<file path="src/rtl/ssp_unit.sv">
// Synchronous serial port: APB-style byte bus on one side, TI-framed serial TX/RX on the other.
// Each direction is buffered by a DEPTH-entry FIFO; all state runs on PCLK.
module ssp_unit #(
    parameter int unsigned DEPTH = 4,
    parameter int unsigned WIDTH = 8
) (
    input  logic             PCLK,
    input  logic             CLEAR,
    input  logic             PSEL,
    input  logic             PWRITE,
    input  logic [WIDTH-1:0] PWDATA,
    output logic [WIDTH-1:0] PRDATA,
    input  logic             SSPCLKIN,
    input  logic             SSPFSSIN,
    input  logic             SSPRXD,
    output logic             SSPCLKOUT,
    output logic             SSPFSSOUT,
    output logic             SSPTXD,
    output logic             SSPOE_B,
    output logic             SSPTXINTR,
    output logic             SSPRXINTR
);
    localparam int unsigned AW = (DEPTH > 1) ? $clog2(DEPTH) : 1;
    localparam int unsigned CW = $clog2(DEPTH + 1);
    localparam int unsigned BW = (WIDTH > 1) ? $clog2(WIDTH) : 1;

    typedef enum logic [1:0] {StIdle, StSync, StShift} tx_state_e;

    function automatic logic [AW-1:0] ptr_inc(input logic [AW-1:0] p);
        return (p == AW'(DEPTH - 1)) ? '0 : p + 1'b1;
    endfunction

    // TX FIFO
    logic [WIDTH-1:0] r_tx_mem [DEPTH];
    logic [AW-1:0]    r_tx_wr;
    logic [AW-1:0]    r_tx_rd;
    logic [CW-1:0]    r_tx_cnt;
    logic             w_tx_push;
    logic             w_tx_pop;
    logic             w_tx_full;
    logic             w_tx_empty;
    logic [WIDTH-1:0] w_tx_head;

    assign w_tx_full  = (r_tx_cnt == CW'(DEPTH));
    assign w_tx_empty = (r_tx_cnt == '0);
    assign w_tx_push  = PSEL & PWRITE & ~w_tx_full;
    assign w_tx_head  = r_tx_mem[r_tx_rd];

    always_ff @(posedge PCLK) begin
        if (w_tx_push) begin
            r_tx_mem[r_tx_wr] <= PWDATA;
        end
    end

    always_ff @(posedge PCLK or posedge CLEAR) begin
        if (CLEAR) begin
            r_tx_wr  <= '0;
            r_tx_rd  <= '0;
            r_tx_cnt <= '0;
        end else begin
            if (w_tx_push) r_tx_wr <= ptr_inc(r_tx_wr);
            if (w_tx_pop)  r_tx_rd <= ptr_inc(r_tx_rd);
            r_tx_cnt <= r_tx_cnt + CW'(w_tx_push) - CW'(w_tx_pop);
        end
    end

    // TX shifter; every TX output moves only on the PCLK edge where SSPCLKOUT rises
    tx_state_e        r_state;
    tx_state_e        w_state_nxt;
    logic             r_sclk;
    logic             r_fss;
    logic             r_txd;
    logic             r_oe_b;
    logic [WIDTH-1:0] r_tx_sr;
    logic [BW-1:0]    r_bit;
    logic             r_more;
    logic             w_fss_nxt;
    logic             w_txd_nxt;
    logic             w_oe_b_nxt;
    logic [WIDTH-1:0] w_tx_sr_nxt;
    logic [BW-1:0]    w_bit_nxt;
    logic             w_more_nxt;
    logic             w_tx_tick;

    assign w_tx_tick = ~r_sclk;

    always_ff @(posedge PCLK or posedge CLEAR) begin
        if (CLEAR) begin
            r_state <= StIdle;
            r_sclk  <= 1'b0;
            r_fss   <= 1'b0;
            r_txd   <= 1'b0;
            r_oe_b  <= 1'b1;
            r_tx_sr <= '0;
            r_bit   <= '0;
            r_more  <= 1'b0;
        end else begin
            r_state <= w_state_nxt;
            r_sclk  <= ~r_sclk;
            r_fss   <= w_fss_nxt;
            r_txd   <= w_txd_nxt;
            r_oe_b  <= w_oe_b_nxt;
            r_tx_sr <= w_tx_sr_nxt;
            r_bit   <= w_bit_nxt;
            r_more  <= w_more_nxt;
        end
    end

    always_comb begin
        w_state_nxt = r_state;
        w_fss_nxt   = r_fss;
        w_txd_nxt   = r_txd;
        w_oe_b_nxt  = r_oe_b;
        w_tx_sr_nxt = r_tx_sr;
        w_bit_nxt   = r_bit;
        w_more_nxt  = r_more;
        w_tx_pop    = 1'b0;
        if (w_tx_tick) begin
            unique case (r_state)
                StIdle: begin
                    w_fss_nxt  = 1'b0;
                    w_oe_b_nxt = 1'b1;
                    w_txd_nxt  = 1'b0;
                    if (!w_tx_empty) begin
                        w_tx_pop    = 1'b1;
                        w_tx_sr_nxt = w_tx_head;
                        w_fss_nxt   = 1'b1;
                        w_state_nxt = StSync;
                    end
                end
                StSync: begin
                    w_fss_nxt   = 1'b0;
                    w_oe_b_nxt  = 1'b0;
                    w_txd_nxt   = r_tx_sr[WIDTH-1];
                    w_tx_sr_nxt = {r_tx_sr[WIDTH-2:0], 1'b0};
                    w_bit_nxt   = BW'(WIDTH - 1);
                    w_more_nxt  = 1'b0;
                    w_state_nxt = StShift;
                end
                StShift: begin
                    w_fss_nxt = 1'b0;
                    if (r_bit != '0) begin
                        w_txd_nxt   = r_tx_sr[WIDTH-1];
                        w_tx_sr_nxt = {r_tx_sr[WIDTH-2:0], 1'b0};
                        w_bit_nxt   = r_bit - 1'b1;
                        // Bit 0 leaves now: fetch the next word so frames abut.
                        if (r_bit == BW'(1) && !w_tx_empty) begin
                            w_tx_pop    = 1'b1;
                            w_tx_sr_nxt = w_tx_head;
                            w_fss_nxt   = 1'b1;
                            w_more_nxt  = 1'b1;
                        end
                    end else if (r_more) begin
                        w_oe_b_nxt  = 1'b0;
                        w_txd_nxt   = r_tx_sr[WIDTH-1];
                        w_tx_sr_nxt = {r_tx_sr[WIDTH-2:0], 1'b0};
                        w_bit_nxt   = BW'(WIDTH - 1);
                        w_more_nxt  = 1'b0;
                    end else begin
                        w_oe_b_nxt  = 1'b1;
                        w_txd_nxt   = 1'b0;
                        w_state_nxt = StIdle;
                    end
                end
                default: w_state_nxt = StIdle;
            endcase
        end
    end

    // RX deserialiser: samples on falling edges of SSPCLKIN seen through one register
    logic             r_clkin;
    logic             r_rx_armed;
    logic [BW-1:0]    r_rx_bit;
    logic [WIDTH-2:0] r_rx_sr;
    logic             w_rx_tick;
    logic             w_rx_done;
    logic [WIDTH-1:0] w_rx_word;

    assign w_rx_tick = r_clkin & ~SSPCLKIN;
    assign w_rx_word = {r_rx_sr, SSPRXD};
    assign w_rx_done = w_rx_tick & r_rx_armed & (r_rx_bit == BW'(WIDTH - 1));

    always_ff @(posedge PCLK or posedge CLEAR) begin
        if (CLEAR) begin
            r_clkin    <= 1'b0;
            r_rx_armed <= 1'b0;
            r_rx_bit   <= '0;
            r_rx_sr    <= '0;
        end else begin
            r_clkin <= SSPCLKIN;
            if (w_rx_tick) begin
                if (!r_rx_armed) begin
                    r_rx_armed <= SSPFSSIN;
                    r_rx_bit   <= '0;
                end else begin
                    r_rx_sr <= w_rx_word[WIDTH-2:0];
                    if (r_rx_bit == BW'(WIDTH - 1)) begin
                        r_rx_bit   <= '0;
                        r_rx_armed <= SSPFSSIN;
                    end else begin
                        r_rx_bit <= r_rx_bit + 1'b1;
                    end
                end
            end
        end
    end

    // RX FIFO and registered read port
    logic [WIDTH-1:0] r_rx_mem [DEPTH];
    logic [AW-1:0]    r_rx_wr;
    logic [AW-1:0]    r_rx_rd;
    logic [CW-1:0]    r_rx_cnt;
    logic [WIDTH-1:0] r_prdata;
    logic             w_rx_push;
    logic             w_rx_pop;
    logic             w_rx_full;
    logic             w_rx_empty;

    assign w_rx_full  = (r_rx_cnt == CW'(DEPTH));
    assign w_rx_empty = (r_rx_cnt == '0);
    assign w_rx_push  = w_rx_done & ~w_rx_full;
    assign w_rx_pop   = PSEL & ~PWRITE & ~w_rx_empty;

    always_ff @(posedge PCLK) begin
        if (w_rx_push) begin
            r_rx_mem[r_rx_wr] <= w_rx_word;
        end
    end

    always_ff @(posedge PCLK or posedge CLEAR) begin
        if (CLEAR) begin
            r_rx_wr  <= '0;
            r_rx_rd  <= '0;
            r_rx_cnt <= '0;
            r_prdata <= '0;
        end else begin
            if (w_rx_push) r_rx_wr <= ptr_inc(r_rx_wr);
            if (w_rx_pop) begin
                r_rx_rd  <= ptr_inc(r_rx_rd);
                r_prdata <= r_rx_mem[r_rx_rd];
            end
            r_rx_cnt <= r_rx_cnt + CW'(w_rx_push) - CW'(w_rx_pop);
        end
    end

    assign PRDATA    = r_prdata;
    assign SSPCLKOUT = r_sclk;
    assign SSPFSSOUT = r_fss;
    assign SSPTXD    = r_txd;
    assign SSPOE_B   = r_oe_b;
    assign SSPTXINTR = w_tx_full;
    assign SSPRXINTR = w_rx_full;

endmodule

</file>
<file path="config.mk">
export PLATFORM = sky130hd
export DESIGN_NAME = ssp_unit
export DESIGN_NICKNAME = d
export VERILOG_FILES = /design/src/rtl/ssp_unit.sv
export SDC_FILE = /design/constraint.sdc
export NUM_CORES = 1
export LEC_CHECK = 0
export ABC_CLOCK_PERIOD_IN_PS = 2600
export CORE_MARGIN = 2
export CORE_UTILIZATION = 45
export DETAILED_ROUTE_END_ITERATION = 10
export GPL_ROUTABILITY_DRIVEN = 0
export SYNTH_ARGS = -nofsm -noshare
export SYNTH_HDL_FRONTEND = slang
export SYNTH_SLANG_ARGS = --single-unit
export TNS_END_PERCENT = 100
</file>
<file path="constraint.sdc">
create_clock -name PCLK -period 2.6 [get_ports PCLK]
set_input_delay 0.52 -clock PCLK [delete_from_list [all_inputs] [get_ports PCLK]]
set_output_delay 0.52 -clock PCLK [all_outputs]
set_load 0.01 [all_outputs]
</file>
Word level (Yosys, flattened, before mapping)
Memories as Yosys holds them, arrays and structs flattened. A register that Yosys moved wholly into a read port is not among the register bits.
Index checks and enable logic that the tools add are counted.
- add/subtract/negate cells: 10
- $mul: 0
- divide/modulo/power cells: 0
- order comparisons: 0
- equal/unequal tests: 15
- shift operators: 0
- muxes and demuxes: 39
- bitwise gates (word level): 14
- reduce and logical (&&, ||, !) cells: 15
- operator list (operator ; number):
    8-bit 2-to-1 mux ; 4
    8-bit one-hot mux with 3 select lines ; 1
    1-bit 2-to-1 mux ; 16
    2-bit 2-to-1 mux ; 7
    3-bit 2-to-1 mux ; 4
    2-bit equality test, second input constant ; 5
    3-bit equality test, second input constant ; 3
    1-bit one-hot mux with 3 select lines ; 3
    3-bit AND reduction ; 3
    2-bit by 1-bit adder with 2-bit output, second input constant ; 4
    1-bit AND ; 8
    4-bit AND reduction ; 2
    3-bit by 1-bit adder with 3-bit output ; 2
    3-bit zero test ; 2
    2-bit inequality test, second input constant ; 3
    3-bit inequality test, second input constant ; 2
    1-bit inverter ; 6
    2-bit one-hot mux with 3 select lines ; 1
    3-bit one-hot mux with 2 select lines ; 1
    3-bit nonzero test ; 2
    3-bit by 1-bit subtractor with 3-bit output ; 2
    1-bit one-hot mux with 2 select lines ; 2
    2-bit AND reduction ; 2
    3-bit by 1-bit adder with 3-bit output, second input constant ; 1
    7 further kinds ; 7
- flip-flop bits (word level): 44
- latch bits: 0
- bits in writable memories: 64
- bits in read-only memories: 0
- input port bits: 15
- logic and storage cells: 113
- memories kept: 2
- memory list (name ; words ; width ; rd ports ; clocked after memory_dff ; wr ports ; line ; RTL):
    r_rx_mem ; 4 ; 8 ; 1 ; 1 ; 1 ; 209 ; logic [WIDTH-1:0] r_rx_mem [DEPTH];
    r_tx_mem ; 4 ; 8 ; 1 ; 0 ; 1 ; 34 ; logic [WIDTH-1:0] r_tx_mem [DEPTH];

Depth between registers and ports, before layout
- depth after elaboration: 8
- depth in mapped cells: 13

Least setup slack after synthesis
Ideal clock, no wire load.
- path kind: register to register
- start point: register r_bit[0]
- end point: register r_tx_cnt[2]
- setup time: 0.123 ns
- arrival time: 2.319 ns
- data required time: 2.477 ns
- path slack: 0.159 ns
- stages on the path, launching flop included: 14
- path buffers: 0
- period minus slack after synthesis: 2.441 ns
- cells stage by stage: dfrtp_1 -> inv_1 -> ha_1 -> ha_1 -> nand4bb_1 -> a21oi_1 -> nand2_1 -> inv_1 -> ha_1 -> inv_1 -> ha_1 -> fa_1 -> xnor2_1 -> xnor2_1
- word-level cells in the longest chain between the ends: 7
- elaborated cells on any way between the ends: 8
- classes of those cells: 1 x add/sub; 1 x eq/ne; 4 x mux; 2 x reduce/logical
- RTL lines (what ; line ; RTL):
    start: declaration ; 75 ; logic [BW-1:0] r_bit;
    start signal: assignment ; 104 ; r_bit <= w_bit_nxt;
    3-bit by 1-bit equality test with 1-bit output ; 147 ; if (r_bit == BW'(1) && !w_tx_empty) begin
    1-bit logical AND ; 147 ;
    1-bit 2-to-1 mux ; 147 ;
    1-bit 2-to-1 mux (*) ; 142 ; if (r_bit != '0) begin
    1-bit one-hot mux with 2 select lines (*) ; 119 ; unique case (r_state)
    1-bit 2-to-1 mux (*) ; 118 ; if (w_tx_tick) begin
    named net w_tx_pop ; 39 ; logic w_tx_pop;
    3-bit by 1-bit subtractor with 3-bit output (*) ; 63 ; r_tx_cnt <= r_tx_cnt + CW'(w_tx_push) - CW'(w_tx_pop);
    end signal: assignment ; 63 ;
    end: declaration ; 37 ; logic [CW-1:0] r_tx_cnt;
The timed path passes the listed nets; every way through them passes the cells marked *.
A chain may end at the register's enable or synchronous reset.

Worst setup path after layout
Ends and elaborated chain as after synthesis.

==> metrics.txt <==
Post-DP HPWL 5550 um; Clock Tree Root clkbuf_8; Pre-Repair DR Iteration Count 4; die width 109 um; # setup viols final 0; drt via density slightly above 5; Chip Height ~110 um; Mean Syn Cell Area roughly 16 sq um; Clock Latency Late Sink ~500 ps; Rows 38; element type at the critical path start register; IO Pins 29; yosys warns 0; Starting Density a little under half; RR Endpoint r_tx_cnt[2]; GRT Residual Overflow 0; FILL cells between 800 and 900; drt drc 0; Worst Tran Pin Value a little over 600 ps; sequential share of the synthesized area around 65%; core footprint about 11000 sq um; pre-CTS setup slack 4.44 ps; Area growth, synth to finish 22.4%; Via Count ~2600; TritonCTS Sinks 116; Worst EP required 3020 ps; CTS Buffer Depth 2; area leader, netlist edfxtp_1; Min-Delay Path Class in -> async; H-tree depth 4; most frequent cells after synthesis 64 x edfxtp_1, 51 x dfrtp_1, 24 x ha_1; final hold vios 0; Cells after Synth between 300 and 400; Slowest-stage cell, CP fa_1; top cells by area, synth edfxtp_1 39%, dfrtp_1 26%, mux4_2 7.2%; Distinct cells, synth 44; DR iter-0 viols about 120; crit-path cells inv_1 > ha_1 > ha_1 > nand4bb_1 > a21oi_1 > nand2_1 > inv_1 > ha_1 > inv_1 > ha_1 > fa_1 > xnor2_1 > xnor2_1; CP max stage delay about 390 ps; initial antenna violation count 0; Post-Route WL about 8000 um; crit path time final approximately 2400 ps; Final WS setup roughly 150 ps; Worst EP arrival roughly 2900 ps; async set-or-reset flop fraction in the synthesized netlist roughly 45%; ANT cells 0; Netlist Area Pre-Place 4970 sq um; final core occ 56.4%; Max-Cap Viols 0; FMAX 409 MHz; vias in the first global route about 2700; top cell type's share of synthesized area around two fifths; CP max FO 3; RSZ-0062 raised after global routing yes; gr usage total between 15 and 20%; share of layout cells above drive strength 1 between 20 and 25%; run status completed; CP endpoint kind register; largest net degree at the start of global routing 22; worst r2r src r_bit[0]; path type of the worst setup path reg -> reg; Max IR drop VDD 0.602 mV; nets ~410; clk_skew between 9 and 10 ps; global-route wire length before repair between 10000 and 15000 um; crit path launch r_bit[0]; count of input and output buffers 28; Detail Route Antenna Nets 0; CTS tree done; most common cell in the netlist edfxtp_1; cts bufs inserted 17; Final Max Slew Viols 0; syn nets about 360; Synth Register Bits between 100 and 150; Most Frequent Cell on Critical Path ha_1; R2R depth 13; Clock transition at path regs roughly 50 ps; period utilization a little over nine tenths; leakage power between 2 and 2.5 nW; number of flops mapped to enable cells by yosys 64; die area approximately 12000 sq um; flop-to-flop setup slack roughly 150 ps; Max transition margin a little under 60%; pwr dens around 1100 nW/um^2; hold_ws 368 ps; WL/cell roughly 16 um; top_reg_cell synth edfxtp_1
flip-flops by register name (all words and copies together) (netlist names), 7 cells and up:
signal,cells
r_rx_mem,32
r_tx_sr,8
PRDATA,8
r_tx_mem,32
r_rx_sr,7
cell type report:
type                    count  area [sq um]  share of cell area [%]
flip-flops and latches    116          3220                    52.9
repair buffers             43           405                    6.66
clock buffers              21           429                    7.05
clock inverters            11           136                    2.24
inverters                  22          82.6                    1.36
multi-input cells         172          1640                    26.9
well taps                 140           175                    2.88
worst max-delay path by stage:
stage / cells after the start / end / slack, ps
after floorplan: 13 / r_tx_cnt[2] / 160
after global placement: 10 / r_rx_cnt[2] / 60
after detailed placement: 10 / r_rx_cnt[2] / 4
after CTS: 13 / r_tx_cnt[2] / 50
after global routing: 13 / r_tx_cnt[2] / -30
final: 13 / r_tx_cnt[2] / 150
layout by cell type (no fill, tap or decap), types with 2 or more instances in the layout:
cell / count
fa_1: 2
nor3_1: 3
clkinv_2: 6
nand2_1: 21
o21ai_0: 8
and2_1: 9
a22oi_1: 7
buf_4: 14
nor2_1: 11
o21ai_1: 5
xnor2_1: 3
nor3b_2: 3
dfrtp_1: 51
or3_1: 2
mux4_2: 16
a21oi_1: 8
nand2b_1: 3
nand3_1: 2
bufinv_16: 3
inv_1: 21
edfxtp_1: 64
mux2_2: 22
ha_1: 24
clkbuf_1: 4
o31ai_1: 2
clkbuf_16: 16
clkdlybuf4s50_1: 28
o2bb2ai_1: 2
o21ai_2: 3
cell families (layout without fill, tap and decap cells):
kind of cell,Yosys count,in the layout,share of synthesized area [%]
flip-flops,116,116,64.8
adder cells (fa/ha/maj),26,26,6.84
XOR/XNOR,4,4,0.704
multiplexers,38,38,12.2
AND/OR/NAND/NOR,61,61,6.51
AO/OA/AOI/OAI,43,43,6.41
buffers and inverters,30,97,2.49
metrics by stage:
stage               cell area (sq um)  TNS (ps)  instances  power [mW]
CTS                              6070         0        523        6.81
finish                           6090         0        525        6.73
floorplan                        4970         0        318        3.97
detailed placement               5500         0        491        4.55
global route                     6090     -32.0        525        7.16
global placement                 5500         0        491        4.48
layer usage:
layer | global-route usage [%] | vias up | share of wire, %
met3 | 5.56 | 11 | 3.4
met2 | 25.1 | 41 | 49
met4 | 6.59 | 0 | 1.4
met5 | 0 | - | 0
met1 | 20.8 | 1304 | 46
li1 | - | 1290 | -
critical path, delay by kind of cell (launching register included):
kind,cells,cell delay (ps)
AOI/OAI and AO/OA,1,140
xor gates and xnor gates,2,340
adders and majority gates,5,1070
buffers and inverters,3,170
DFF,1,370
and+or+nand+nor,2,280
timing repair:
| action | 4_1_cts | 5_1_grt |
|---|---|---|
| setup endpoints to repair | 0 | 2 |
| setup buffers | 0 | 2 |
| hold buffers | 0 | 0 |
| resized for setup | 0 | 1 |
where the power goes:
group | internal [mW] | switching (mW)
Clock | 1.45 | 0.777
Sequential | 2.42 | 0.429
Combinational | 0.925 | 0.731
Note: power is estimated with default switching activity, not from simulation.
